[config.mk]
export PLATFORM = sky130hd
export DESIGN_NAME = factorize_search_ctrl_flat
export DESIGN_NICKNAME = d
export VERILOG_FILES = /design/src/rtl/factorize_search_ctrl_if.sv /design/src/rtl/factorize_search_ctrl.sv /design/src/flat_wrapper.sv
export SDC_FILE = /design/constraint.sdc
export NUM_CORES = 1
export LEC_CHECK = 0
export BUFFER_PORTS_ARGS = -buffer_cell sky130_fd_sc_hd__clkbuf_2
export CAP_MARGIN = 0
export CORE_ASPECT_RATIO = 1.1
export CORE_MARGIN = 5
export CORE_UTILIZATION = 41
export DETAILED_ROUTE_END_ITERATION = 10
export PLACE_DENSITY = 0.67
export SYNTH_ARGS = -nofsm -noshare
export SYNTH_HDL_FRONTEND = slang
export SYNTH_SLANG_ARGS = --single-unit
[constraint.sdc]
create_clock -name clk -period 3.7 [get_ports clk]
set_input_delay 0.925 -clock clk [delete_from_list [all_inputs] [get_ports clk]]
set_output_delay 0.925 -clock clk [all_outputs]
set_load 0.02 [all_outputs]
[src/rtl/factorize_search_ctrl_if.sv]
// Control/result bundle for factorize_search_ctrl.
// Also carries the controller state as a read-only debug field.
interface factorize_search_ctrl_if #(
  parameter int A_W = 5,
  parameter int B_W = 3
);
  // start: level request, accepted only in IDLE. abort: honoured only while busy.
  // done: single-cycle pulse. sat/a_out/b_out hold until the next accepted start.
  logic               start;
  logic               abort;
  logic               busy;
  logic               done;
  logic               sat;
  logic [A_W-1:0]     a_out;
  logic [B_W-1:0]     b_out;
  logic [A_W+B_W-1:0] cand_count;
  logic [1:0]         state;

  modport master (
    output start, abort,
    input  busy, done, sat, a_out, b_out, cand_count, state
  );

  modport slave (
    input  start, abort,
    output busy, done, sat, a_out, b_out, cand_count, state
  );
endinterface

[src/rtl/factorize_search_ctrl.sv]
// Searches for TARGET = a * b (a, b > 1) using one iterative shift-add multiplier.
// Define FACT_ODD_ONLY_EN to enumerate only odd candidates (odd TARGET only).
module factorize_search_ctrl #(
  parameter int                   A_W    = 5,
  parameter int                   B_W    = 3,
  parameter logic [A_W+B_W-1:0]   TARGET = 37
) (
  input logic                     clk,
  input logic                     rst_n,
  factorize_search_ctrl_if.slave  bus
);
  localparam int P_W   = A_W + B_W;
  localparam int BIT_W = (B_W > 1) ? $clog2(B_W) : 1;
`ifdef FACT_ODD_ONLY_EN
  localparam int A_MIN = 3;
  localparam int B_MIN = 3;
  localparam int STEP  = 2;
  if (TARGET[0] == 1'b0) begin : g_even_target
    $error("factorize_search_ctrl: odd-only search requires an odd TARGET");
  end
`else
  localparam int A_MIN = 2;
  localparam int B_MIN = 2;
  localparam int STEP  = 1;
`endif
  localparam logic [A_W-1:0] A_MAX = '1;
  localparam logic [B_W-1:0] B_MAX = '1;

  typedef enum logic [1:0] {S_IDLE = 2'd0, S_MUL = 2'd1, S_CHECK = 2'd2} state_t;

  state_t             state, state_next;
  logic [P_W-1:0]     acc;
  logic [BIT_W-1:0]   bit_idx;
  logic [A_W-1:0]     a_cur;
  logic [B_W-1:0]     b_cur;
  logic               sat, done;
  logic [A_W-1:0]     a_out;
  logic [B_W-1:0]     b_out;
  logic [P_W-1:0]     cand_count;

  logic last_bit, last_cand, match;
  logic busy, load, count, finish, advance;

  assign last_bit  = (bit_idx == BIT_W'(B_W - 1));
  assign last_cand = (a_cur == A_MAX) && (b_cur == B_MAX);
  assign match     = (acc == TARGET);

  always_ff @(posedge clk or negedge rst_n) begin
    if (!rst_n) state <= S_IDLE;
    else        state <= state_next;
  end

  always_comb begin
    state_next = state;
    case (state)
      S_IDLE:  if (bus.start) state_next = S_MUL;
      S_MUL:   if (bus.abort) state_next = S_IDLE;
               else if (last_bit) state_next = S_CHECK;
      S_CHECK: if (bus.abort) state_next = S_IDLE;
               else if (match || last_cand) state_next = S_IDLE;
               else state_next = S_MUL;
      default: state_next = S_IDLE;
    endcase
  end

  // Abort outranks a same-cycle match, so every CHECK action is gated by it.
  always_comb begin
    busy    = (state != S_IDLE);
    load    = (state == S_IDLE) && bus.start;
    count   = (state == S_CHECK) && !bus.abort;
    finish  = count && (match || last_cand);
    advance = count && !match && !last_cand;
  end

  always_ff @(posedge clk or negedge rst_n) begin
    if (!rst_n) begin
      acc        <= '0;
      bit_idx    <= '0;
      a_cur      <= '0;
      b_cur      <= '0;
      sat        <= 1'b0;
      done       <= 1'b0;
      a_out      <= '0;
      b_out      <= '0;
      cand_count <= '0;
    end else begin
      done <= finish;
      if (load) begin
        a_cur      <= A_W'(A_MIN);
        b_cur      <= B_W'(B_MIN);
        acc        <= '0;
        bit_idx    <= '0;
        sat        <= 1'b0;
        a_out      <= '0;
        b_out      <= '0;
        cand_count <= '0;
      end
      if (state == S_MUL) begin
        if (b_cur[bit_idx]) acc <= acc + (P_W'(a_cur) << bit_idx);
        bit_idx <= bit_idx + 1'b1;
      end
      if (count && (cand_count != '1)) cand_count <= cand_count + 1'b1;
      if (finish) begin
        sat <= match;
        if (match) begin
          a_out <= a_cur;
          b_out <= b_cur;
        end
      end
      if (busy && bus.abort) sat <= 1'b0;
      if (advance) begin
        acc     <= '0;
        bit_idx <= '0;
        if (a_cur == A_MAX) begin
          a_cur <= A_W'(A_MIN);
          b_cur <= b_cur + B_W'(STEP);
        end else begin
          a_cur <= a_cur + A_W'(STEP);
        end
      end
    end
  end

  assign bus.busy       = busy;
  assign bus.done       = done;
  assign bus.sat        = sat;
  assign bus.a_out      = a_out;
  assign bus.b_out      = b_out;
  assign bus.cand_count = cand_count;
  assign bus.state      = state;
endmodule

[src/flat_wrapper.sv]
// flat-port wrapper written by rule: the top's interface ports become plain ports
module factorize_search_ctrl_flat 
#(
  parameter int                   A_W    = 5,
  parameter int                   B_W    = 3,
  parameter logic [A_W+B_W-1:0]   TARGET = 37
)
  (clk, rst_n, bus_start, bus_abort, bus_busy, bus_done, bus_sat, bus_a_out, bus_b_out, bus_cand_count, bus_state);
  factorize_search_ctrl_if #(.A_W(A_W), .B_W(B_W)) bus_i ();
  input logic clk;
  input logic rst_n;
  input wire logic [$bits(bus_i.start)-1:0] bus_start;
  input wire logic [$bits(bus_i.abort)-1:0] bus_abort;
  output wire logic [$bits(bus_i.busy)-1:0] bus_busy;
  output wire logic [$bits(bus_i.done)-1:0] bus_done;
  output wire logic [$bits(bus_i.sat)-1:0] bus_sat;
  output wire logic [$bits(bus_i.a_out)-1:0] bus_a_out;
  output wire logic [$bits(bus_i.b_out)-1:0] bus_b_out;
  output wire logic [$bits(bus_i.cand_count)-1:0] bus_cand_count;
  output wire logic [$bits(bus_i.state)-1:0] bus_state;
  assign bus_i.start = bus_start;
  assign bus_i.abort = bus_abort;
  assign bus_busy = bus_i.busy;
  assign bus_done = bus_i.done;
  assign bus_sat = bus_i.sat;
  assign bus_a_out = bus_i.a_out;
  assign bus_b_out = bus_i.b_out;
  assign bus_cand_count = bus_i.cand_count;
  assign bus_state = bus_i.state;
  factorize_search_ctrl #(.A_W(A_W), .B_W(B_W), .TARGET(TARGET)) u_core (.clk(clk), .rst_n(rst_n), .bus(bus_i));
endmodule
==> run summary, run 1 <==
Final setup viols - 0
Syn Std Cell Area - 2302 um^2
Filler cell count - 530
Fraction of final layout cells with drive strength greater than 1 - 16.06%
Least-Margin Pin Slew - 1.158 ns
Worst VDD drop - 0.0001917 V
Max cap viols - 0
Crit-path leading delay family - compound AO/OA/AOI/OAI gates
Startpoint class of the critical path - flip-flop
RSZ-0062 raised after global routing - false
Total number of H-tree levels - 2
Multi-input logic area - 1239 um^2
Setup crit end kind - flip-flop
Pin count of the biggest net entering global routing - 39
Number of enable flip-flop cells after synthesis - 0
Power per cell area - 514.0 nW/um^2
CTS max path bufs - 2
Resize count post-CTS - 0
Clock insertion delay at the later pin of the skew report - 0.29 ns
Yosys Warn Count - 0
Combinational group share of total power - 36.1%
Flip-flop and latch count after synthesis - 38
Area share of the largest cell type after synthesis - 41.30%
Master cell of the clock root buffer - sky130_fd_sc_hd__clkbuf_8
Floorplan Core Area - 5430 um^2
Number of standard cells after synthesis - 252
Main synth FF type - sky130_fd_sc_hd__dfrtp_1
Post-Route Setup TNS - 0 ns
Min Clock Period, post-route - 2.522 ns
Post-Route Skew - 0.01159 ns
Clock network fraction of design power - 22.8%
Net count reported at finish - 291
Detail Route Antenna Nets - 0
Finished Cell Area - 2559 um^2
Slowest stage cell on the critical path - sky130_fd_sc_hd__dfrtp_1
Final routed DRC violation total - 0
Clk sink count - 38
Post-detail-place hpwl - 3685 um
Final cell count without fillers - 349
Cell accounting for the most synthesized area - sky130_fd_sc_hd__dfrtp_1
Pre-CTS WS - 1.053 ns
Required time of the critical path - 3.86 ns
Synth async-reset ratio - 100.0%
Final wirelength - 5102 um
Number of antenna cells inserted - 0
Final period utilization - 68.16%
Internal power component - 0.8021 mW
Post-CTS setup repair buffer count - 0
DRT iter0 DRCs - 128
Net switching share of the total power - 39.01%
Layout overhead on the synthesized area - 11.14%
Average cell area after synthesis - 9.136 um^2
First-pass GRT wire length - 8928 um
Number of antenna violations at the first check in global routing - 0
Number of port buffers - 24
Critical-path cell list - mux2i_1 > and2_1 > a31oi_1 > ha_1 > o21ai_0 > or2_2 > a2111oi_0 > nor4_1
Count of unique library cells instantiated by Yosys - 52
Net count after synthesis - 270
TritonCTS clock tree - done
Count of standard-cell rows - 28
Max-slew headroom at the worst pin - 22.15%
Final critical-path setup slack - 1.178 ns
Worst EP arrival - 2.68 ns
Type of the tightest min-delay check - flip-flop to flip-flop
Mean routed wirelength per cell - 14.62 um
All-layer global routing usage - 15.71%
Ranking of synthesized cells by area - sky130_fd_sc_hd__dfrtp_1 41%, sky130_fd_sc_hd__ha_1 7.1%, sky130_fd_sc_hd__nand3_1 5.9%, sky130_fd_sc_hd__o21ai_0 5.4%, sky130_fd_sc_hd__nand2_1 3.1%
Area of the die - 7215 um^2
Share of the yosys chip area belonging to registers - 41.30%
Count of final max-slew check failures - 0
Total leakage power - 1.164 nW
Run status - completed
Global route total overflow - 0
DR vias/cell - 5.582
Hold violation count in the final report - 0
Stage delay of the slowest cell on the critical path - 0.59 ns
CP Max Fanout - 12
Seq pwr share - 41.2%
Count of pins on the block boundary - 25
Clock slew at the register clock pins of the worst setup and hold paths - 0.08 ns
Final estimated routing congestion in global placement - 0.8607
Number of buffers created by CTS - 5
Count of hold-fix buffers inserted at cts - 0
Class of the most critical setup path - flip-flop to flip-flop
Instance area after placement - 2464 um^2
X dimension of the die - 81.45 um
Via total after detailed routing - 1,948
Flip-flop and latch area - 950.9 um^2
Starting density of the core - 42.40%
Die height - 88.59 um
Number of detailed-routing iterations run before antenna repair - 4
Number of global-route vias before repair - 1,891
Critical path buffer and inverter count - 0
Highest Clock Rate - 396.5 MHz
Total placed cells including tap cells - 341
Power spent charging and discharging nets - 0.5131 mW
## worst paths after layout
| check | start | end | slack, ns | depth (start not counted) |
|---|---|---|---|---|
| min reg2reg | u_core.bus.a_out[0] | u_core.bus.a_out[0] | 0.50 | 2 |
| max | u_core.bit_idx[1] | u_core.acc[5] | 1.18 | 8 |
| min | u_core.bus.a_out[0] | u_core.bus.a_out[0] | 0.50 | 2 |
| min in group asynchronous | rst_n | u_core.bus.b_out[2] | 0.77 | 1 |
| max reg2reg | u_core.bit_idx[1] | u_core.acc[5] | 1.18 | 8 |
| max in group asynchronous | rst_n | u_core.bit_idx[1] | 2.35 | 1 |
## metrics by stage
| stage | hold slack (ns) | util (%) | power [mW] |
|---|---|---|---|
| CTS | 0.5077 | 47.12 | 1.328 |
| global route | 0.5372 | 47.12 | 1.416 |
| finish | 0.4968 | 47.12 | 1.315 |
| global placement | 0.4817 | 45.37 | 1.014 |
| detailed placement | 0.4895 | 45.37 | 1.020 |
| floorplan | 0.5239 | - | 0.9112 |
## layout by cell type (no fill, tap or decap), types with 4 or more instances in the layout
cell type / count
sky130_fd_sc_hd__dfrtp_1: 38
sky130_fd_sc_hd__mux2i_1: 4
sky130_fd_sc_hd__inv_1: 14
sky130_fd_sc_hd__nor2_1: 16
sky130_fd_sc_hd__a31oi_1: 5
sky130_fd_sc_hd__a211o_1: 4
sky130_fd_sc_hd__a21oi_1: 11
sky130_fd_sc_hd__nand3_1: 27
sky130_fd_sc_hd__clkbuf_2: 24
sky130_fd_sc_hd__o31ai_1: 5
sky130_fd_sc_hd__nor3_1: 5
sky130_fd_sc_hd__o21ai_0: 25
sky130_fd_sc_hd__ha_1: 13
sky130_fd_sc_hd__nand2_1: 19
sky130_fd_sc_hd__clkbuf_8: 6
sky130_fd_sc_hd__a211oi_1: 4
## cells in the mapped netlist, types with 2 or more instances
library cell                number
sky130_fd_sc_hd__a2111oi_0       2
sky130_fd_sc_hd__a211o_1         4
sky130_fd_sc_hd__a211oi_1        4
sky130_fd_sc_hd__a21o_1          2
sky130_fd_sc_hd__a21oi_1        11
sky130_fd_sc_hd__a22oi_1         2
sky130_fd_sc_hd__a31oi_1         5
sky130_fd_sc_hd__and2_1          2
sky130_fd_sc_hd__and3_1          2
sky130_fd_sc_hd__and4bb_2        2
sky130_fd_sc_hd__buf_1           2
sky130_fd_sc_hd__buf_2           6
sky130_fd_sc_hd__dfrtp_1        38
sky130_fd_sc_hd__ha_1           13
sky130_fd_sc_hd__inv_1          14
sky130_fd_sc_hd__mux2i_1         4
sky130_fd_sc_hd__nand2_1        19
sky130_fd_sc_hd__nand3_1        27
sky130_fd_sc_hd__nand4_1         2
sky130_fd_sc_hd__nor2_1         16
sky130_fd_sc_hd__nor3_1          5
sky130_fd_sc_hd__nor3b_1         3
sky130_fd_sc_hd__nor4_1          3
sky130_fd_sc_hd__o211ai_1        2
sky130_fd_sc_hd__o21a_1          2
sky130_fd_sc_hd__o21ai_0        25
sky130_fd_sc_hd__o21bai_1        2
sky130_fd_sc_hd__o31ai_1         5
sky130_fd_sc_hd__or2_2           3
sky130_fd_sc_hd__or3_1           2
sky130_fd_sc_hd__xnor2_1         2
## state kept, by name, indices dropped and copies added (netlist names)
signal / flops
u_core.a_cur: 5
u_core.acc: 8
u_core.b_cur: 3
u_core.bit_idx: 2
u_core.bus.a_out: 5
u_core.bus.b_out: 3
u_core.bus.cand_count: 8
u_core.bus.done: 1
u_core.bus.sat: 1
u_core.bus.state: 2
## metal layers
metal	track usage, %	share of wire (%)
met5	0	0
met4	4.455	1.0
met3	3.462	4.6
met2	24.89	46
met1	21.51	49
## layout make-up
class                           count  share of cell area (%)
Multi-Input combinational cell    189                   48.41
Tap cell                           75                   3.667
Clock inverter                      2                  0.4890
Clock buffer                        6                   3.227
Inverter                           14                   2.054
Timing Repair Buffer               25                   4.988
Sequential cell                    38                   37.16
## worst reg2reg max path, stage by stage (launching register included)
cell,delay [ns]
sky130_fd_sc_hd__dfrtp_1,0.59
sky130_fd_sc_hd__mux2i_1,0.26
sky130_fd_sc_hd__and2_1,0.14
sky130_fd_sc_hd__a31oi_1,0.05
sky130_fd_sc_hd__ha_1,0.35
sky130_fd_sc_hd__o21ai_0,0.14
sky130_fd_sc_hd__or2_2,0.32
sky130_fd_sc_hd__a2111oi_0,0.43
sky130_fd_sc_hd__nor4_1,0.12
## cell families (layout without fill, tap and decap cells)
family | after synthesis | in the layout | synth area share (%)
simple gates | 91 | 91 | 20.54
fa+ha+maj | 14 | 14 | 7.935
mux | 5 | 5 | 2.228
compound gates | 76 | 76 | 21.96
xor+xnor | 3 | 3 | 1.142
flops | 38 | 38 | 41.30
buf+inv | 25 | 47 | 4.891
## power groups by stage
| stage | clock (mW) | sequential, mW | combinational [mW] |
|---|---|---|---|
| 3_5_place_dp | 0 | 0.546 | 0.474 |
| 2_1_floorplan | 0 | 0.517 | 0.394 |
| 5_1_grt | 0.330 | 0.551 | 0.535 |
| 4_1_cts | 0.314 | 0.539 | 0.475 |
| 3_3_place_gp | 0 | 0.546 | 0.468 |
| 6_report | 0.299 | 0.541 | 0.475 |
Power figures use the tool's default switching activity.
==> run 2: changes to the inputs <==
Settings changed: ABC_AREA set to 1, PLACE_DENSITY 0.67 to 0.69.
Clock period 3.7 ns to 2.3 ns, I/O delays scaled along.
==> run summary, run 2 <==
Run status - completed
Layout overhead on the synthesized area - 13.41%
Share of synthesized cell area in and, or, nand and nor gates - 28.92%
RSZ-0062 raised after global routing - false
Net count after synthesis - 311
Count of unique library cells instantiated by Yosys - 32
CP Max Fanout - 5
Post-Synth XOR/XNOR Area - 2.262%
Count of final max-slew check failures - 0
Class of the most critical setup path - flip-flop to flip-flop
Worst r2r dst - u_core.acc[6]
Via total after detailed routing - 2,010
Clock slew at the register clock pins of the worst setup and hold paths - 0.08 ns
Floorplan Core Area - 5430 um^2
Startpoint class of the critical path - flip-flop
Least-Margin Pin Slew - 0.4851 ns
Final routed DRC violation total - 0
Combinational family with the most area after synthesis - simple AND/OR/NAND/NOR gates
Stage delay of the slowest cell on the critical path - 0.45 ns
Most used standard cell by instance count after synthesis - sky130_fd_sc_hd__nand2_1
Mux cell area share after synthesis - 0.8616%
Count of hold-fix buffers inserted at cts - 0
Clk sink count - 38
Starting density of the core - 42.79%
Master cell of the clock root buffer - sky130_fd_sc_hd__clkbuf_8
Post-synthesis compound-gate area fraction - 11.15%
Pre-CTS WS - 0.2512 ns
DRT iter0 DRCs - 96
Number of standard cells after synthesis - 293
Slowest stage cell on the critical path - sky130_fd_sc_hd__fa_1
Final setup viols - 0
Slack of the worst reg-to-reg path - 0.28 ns
Number of detailed-routing iterations run before antenna repair - 5
Setup crit end kind - flip-flop
Number of antenna violations at the first check in global routing - 0
Total leakage power - 1.345 nW
Post-Route Skew - 0.005159 ns
Highest Clock Rate - 495.7 MHz
Post-Route Setup TNS - 0 ns
TritonCTS clock tree - done
Hold violation count in the final report - 0
All-layer global routing usage - 15.99%
Logic depth of the worst register-to-register path - 12
Final period utilization - 87.71%
Most used cell along the critical path - sky130_fd_sc_hd__nand2_1
Yosys Warn Count - 0
Type of the tightest min-delay check - input pin to async pin
Clock insertion delay at the later pin of the skew report - 0.29 ns
CTS max path bufs - 2
Syn Std Cell Area - 2323 um^2
Share of the yosys chip area belonging to registers - 40.93%
Number of global-route vias before repair - 1,968
Startpoint of the worst setup timing path - u_core.a_cur[0]
Max-slew headroom at the worst pin - 67.66%
Global route total overflow - 0
Final critical-path setup slack - 0.2827 ns
Registers with the most flip-flops - u_core.acc x8, u_core.bus.cand_count x8
First-pass GRT wire length - 9073 um
DR vias/cell - 5.038
Max cap viols - 0
Fraction of final layout cells with drive strength greater than 1 - 16.36%
Pin count of the biggest net entering global routing - 39
Worst EP arrival - 2.23 ns
Min Clock Period, post-route - 2.017 ns
Final wirelength - 5018 um
Cell types with the highest counts after synthesis - 68 x sky130_fd_sc_hd__nand2_1, 40 x sky130_fd_sc_hd__nand3_1, 38 x sky130_fd_sc_hd__dfrtp_1, 37 x sky130_fd_sc_hd__inv_1, 25 x sky130_fd_sc_hd__o21ai_0
Required time of the critical path - 2.52 ns
Area of the die - 7274 um^2
Detail Route Antenna Nets - 0
Leading cell type in the layout, fill and taps excluded - sky130_fd_sc_hd__nand2_1
Number of enable flip-flop cells after synthesis - 0
Main synth FF type - sky130_fd_sc_hd__dfrtp_1
Post-layout utilization of the core - 48.53%
Count of pins on the block boundary - 25
Power per cell area - 855.3 nW/um^2
Final estimated routing congestion in global placement - 0.9155
Post-CTS setup repair buffer count - 0
Leading cell types in the layout, fill and taps excluded - 68 x sky130_fd_sc_hd__nand2_1, 40 x sky130_fd_sc_hd__nand3_1, 37 x sky130_fd_sc_hd__inv_1, 37 x sky130_fd_sc_hd__dfrtp_1, 25 x sky130_fd_sc_hd__o21ai_0
X dimension of the die - 81.78 um
Count of standard-cell rows - 28
Critical-path cell list - inv_1 > nand2_1 > o21ai_0 > nor2_1 > fa_1 > nand3_1 > nand2_1 > nand2_1 > nand2_1 > nand2_1 > nand3_1 > a21oi_1
Post-detail-place hpwl - 3752 um
Share of synthesized cell area in full adder, half adder and majority cells - 7.862%
Mean routed wirelength per cell - 12.58 um
Number of port buffers - 24
Area share of the largest cell type after synthesis - 40.93%
Ranking of synthesized cells by area - sky130_fd_sc_hd__dfrtp_1 41%, sky130_fd_sc_hd__nand2_1 11%, sky130_fd_sc_hd__nand3_1 8.6%, sky130_fd_sc_hd__ha_1 7.0%, sky130_fd_sc_hd__inv_1 6.0%
Worst VDD drop - 0.0004631 V
Number of antenna cells inserted - 0
Flip-flop and latch count after synthesis - 38
Cell accounting for the most synthesized area - sky130_fd_sc_hd__dfrtp_1
Total number of H-tree levels - 2
Die height - 88.96 um
Synth async-reset ratio - 100.0%
Average cell area after synthesis - 7.930 um^2
RR Startpoint - u_core.a_cur[0]
Net count reported at finish - 341
Number of buffers created by CTS - 5
-- run 2: cell types whose count changed after synthesis, sizes merged, moves of 5 or more --
cell   previous run  this run
buf              10         4
o31ai             5         0
inv              14        38
o21ai            25        30
nand3            28        43
nand2            19        70
-- run 2: repair_timing --
action | CTS | global route
endpoints found under the setup margin | 0 | 1
endpoints found under the hold margin | 0 | 0
resized for setup | 0 | 1
-- run 2: cell type report --
| type | count | area, um^2 |
|---|---|---|
| tap | 75 | 93.84 |
| clock inverter | 2 | 12.51 |
| clock buffer | 6 | 82.58 |
| fill | 548 | 2795 |
| multi-input combinational | 210 | 1186 |
| inverter | 38 | 142.6 |
| sequential | 38 | 952.2 |
| timing repair buffer | 30 | 165.2 |
-- run 2: kinds of logic (layout without fill, tap and decap cells) --
group,count (synthesis),count (layout)
AO/OA/AOI/OAI,48,48
XOR/XNOR,6,6
adder cells (fa/ha/maj),14,14
buffers and inverters,45,76
flip-flops,38,38
multiplexers,2,2
AND/OR/NAND/NOR,140,140
-- run 2: worst max-delay path by stage --
stage / cells past startpoint / slack, ns / end
final: 12 / 0.28 / u_core.acc[6]
after global routing: 12 / 0.004 / u_core.acc[6]
after CTS: 10 / 0.24 / u_core.acc[6]
after detailed placement: 10 / 0.25 / u_core.acc[6]
after global placement: 10 / 0.31 / u_core.acc[5]
after floorplan: 11 / 0.39 / u_core.acc[6]
-- run 2: through the flow --
stage / total power, mW / instances / hold WS [ns] / area, um^2
after floorplan: 1.564 / 293 / 0.2794 / 2323
after global placement: 1.754 / 391 / 0.4939 / 2539
after detailed placement: 1.777 / 391 / 0.4995 / 2539
after CTS: 2.273 / 399 / 0.3317 / 2634
after global routing: 2.475 / 399 / 0.3555 / 2635
final: 2.254 / 399 / 0.3247 / 2635
-- run 2: metal layers --
metal / vias to the layer above / global-route usage (%) / part of all wire [%]
met2: 29 / 26.60 / 48
met3: 10 / 3.427 / 2.8
met4: 0 / 7.100 / 2.8
met1: 943 / 19.91 / 46
li1: 1028 / - / -
met5: - / 0 / 0
-- run 2: power by group --
part           leakage, nW  switching [mW]  total (mW)  internal (mW)
clock               0.0472           0.243       0.484          0.241
sequential           0.510           0.130       0.879          0.748
combinational        0.789           0.567       0.891          0.324
-- run 2: critical path, delay by kind of cell, from the launching register on --
family	cells	cell delay, ns
adder cells (fa/ha/maj)	1	0.45
AND/OR/NAND/NOR	8	0.64
AO/OA/AOI/OAI	2	0.25
flip-flops	1	0.42
buffers and inverters	1	0.17
==> run 3: changes to the inputs <==
Settings changed: BUFFER_PORTS_ARGS -buffer_cell sky130_fd_sc_hd__clkbuf_2 to -buffer_cell sky130_fd_sc_hd__buf_2, PLACE_DENSITY 0.69 to not set, TNS_END_PERCENT set to 20.
==> run summary, run 3 (same netlist as run 2, synthesis figures left out) <==
Run status - completed
Flip-flop and latch area - 952.2 um^2
Final setup viols - 0
Seq pwr share - 35.5%
Starting density of the core - 42.79%
All-layer global routing usage - 16.55%
Type of the tightest min-delay check - input pin to async pin
CP Max Fanout - 16
Stage delay of the slowest cell on the critical path - 0.51 ns
Number of global-route vias before repair - 1,998
Internal power component - 1.536 mW
Clk sink count - 38
Slowest stage cell on the critical path - sky130_fd_sc_hd__dfrtp_2
Area of the die - 7274 um^2
Number of buffers created by CTS - 5
Final period utilization - 86.54%
Fraction of final layout cells with drive strength greater than 1 - 16.62%
Final estimated routing congestion in global placement - 0.8454
Number of detailed-routing iterations run before antenna repair - 4
Net switching share of the total power - 38.12%
Required time of the critical path - 2.51 ns
Power per cell area - 922.5 nW/um^2
Count of standard-cell rows - 28
Layout overhead on the synthesized area - 15.78%
Net count reported at finish - 342
Filler cell count - 552
RSZ-0062 raised after global routing - false
Slack of the worst reg-to-reg path - 0.31 ns
Post-layout utilization of the core - 49.54%
Most used cell along the critical path - sky130_fd_sc_hd__nand2_1
Registers with the most flip-flops - u_core.acc x8, u_core.bus.cand_count x8
Least-Margin Pin Slew - 0.5229 ns
Multi-input logic area - 1186 um^2
Setup crit end kind - flip-flop
Max-slew headroom at the worst pin - 65.01%
Global route total overflow - 0
Master cell of the clock root buffer - sky130_fd_sc_hd__clkbuf_8
Final wirelength - 5202 um
Critical-path cell list - o21ai_0 > o21ai_0 > ha_1 > nand2_1 > inv_1 > a21oi_1 > nand2_1 > nand2_1 > nand3_1 > a21oi_1
Via total after detailed routing - 1,989
Total placed cells including tap cells - 392
Leading cell type in the layout, fill and taps excluded - sky130_fd_sc_hd__nand2_1
Total number of H-tree levels - 2
Final routed DRC violation total - 0
Post-Route Setup TNS - 0 ns
Final cell count without fillers - 400
Worst VDD drop - 0.0005962 V
Pin count of the biggest net entering global routing - 39
Power spent charging and discharging nets - 0.9459 mW
Die height - 88.96 um
Clock slew at the register clock pins of the worst setup and hold paths - 0.08 ns
Count of final max-slew check failures - 0
Floorplan Core Area - 5430 um^2
Mean routed wirelength per cell - 13.01 um
Highest Clock Rate - 502.4 MHz
Count of hold-fix buffers inserted at cts - 0
Worst EP arrival - 2.20 ns
X dimension of the die - 81.78 um
Min Clock Period, post-route - 1.990 ns
Number of antenna violations at the first check in global routing - 0
Number of port buffers - 24
TritonCTS clock tree - done
Post-Route Skew - 0.003864 ns
Leading cell types in the layout, fill and taps excluded - 68 x sky130_fd_sc_hd__nand2_1, 40 x sky130_fd_sc_hd__nand3_1, 37 x sky130_fd_sc_hd__inv_1, 37 x sky130_fd_sc_hd__dfrtp_1
Post-detail-place hpwl - 3889 um
DR vias/cell - 4.973
Combinational group share of total power - 36.2%
Class of the most critical setup path - flip-flop to flip-flop
Detail Route Antenna Nets - 0
CTS max path bufs - 2
Hold violation count in the final report - 0
Max cap viols - 0
Startpoint class of the critical path - flip-flop
DRT iter0 DRCs - 104
Number of antenna cells inserted - 0
Count of pins on the block boundary - 25
Clock insertion delay at the later pin of the skew report - 0.29 ns
Post-CTS setup repair buffer count - 0
First-pass GRT wire length - 9328 um
Clock network fraction of design power - 28.3%
Total leakage power - 1.392 nW
run 3: final timing paths:
| kind | to | start | cells after the start |
|---|---|---|---|
| max | u_core.acc[7] | u_core.bit_idx[0] | 10 |
| min | u_core.bus.done | rst_n | 2 |
| min in group clk | u_core.bus.b_out[1] | u_core.bus.b_out[1] | 2 |
| min reg2reg | u_core.bus.b_out[1] | u_core.bus.b_out[1] | 2 |
| max reg2reg | u_core.acc[7] | u_core.bit_idx[0] | 10 |
| max in group asynchronous | u_core.bit_idx[0] | rst_n | 2 |
run 3: timing repair:
action,4_1_cts,5_1_grt
endpoints found under the hold margin,0,0
resized for setup,0,2
endpoints found under the setup margin,0,4
run 3: area by class of cell:
type | count | area share [%]
Clock inverter | 2 | 2.233
Tap cell | 75 | 3.488
Timing Repair Buffer | 31 | 6.419
Multi-Input combinational cell | 210 | 44.09
Sequential cell | 38 | 35.40
Clock buffer | 6 | 3.070
Inverter | 38 | 5.302
run 3: power by group through the flow:
stage	Sequential (mW)	Combinational [mW]	Clock, mW
after floorplan	0.846	0.718	0
after global placement	0.889	0.889	0
after detailed placement	0.891	0.902	0
after CTS	0.877	0.909	0.726
after global routing	0.902	1.06	0.751
final	0.880	0.898	0.703
run 3: worst max-delay path, delay by kind of cell (launching register included):
family / cells / cell delay, ns
compound gates: 4 / 0.74
flops: 1 / 0.51
fa+ha+maj: 1 / 0.35
buf+inv: 1 / 0.04
simple gates: 4 / 0.28
run 3: metrics by stage:
stage / setup WS (ns) / instance area [um^2] / hold slack (ns) / power, mW
4_1_cts: 0.2189 / 2689 / 0.3492 / 2.512
3_5_place_dp: 0.2236 / 2546 / 0.4969 / 1.793
3_3_place_gp: 0.2498 / 2546 / 0.4886 / 1.778
6_report: 0.3097 / 2690 / 0.3243 / 2.482
5_1_grt: 0.04301 / 2690 / 0.3661 / 2.718
2_1_floorplan: 0.3887 / 2323 / 0.2794 / 1.564
run 3: routing by layer:
metal  vias to the layer above  global-route usage, %  wire, um
met5                         -                      0         0
met4                         0                  3.474        23
met3                         2                  3.327       157
met2                        27                  29.54      2558
met1                       929                  20.61      2462
li1                       1031                      -         -
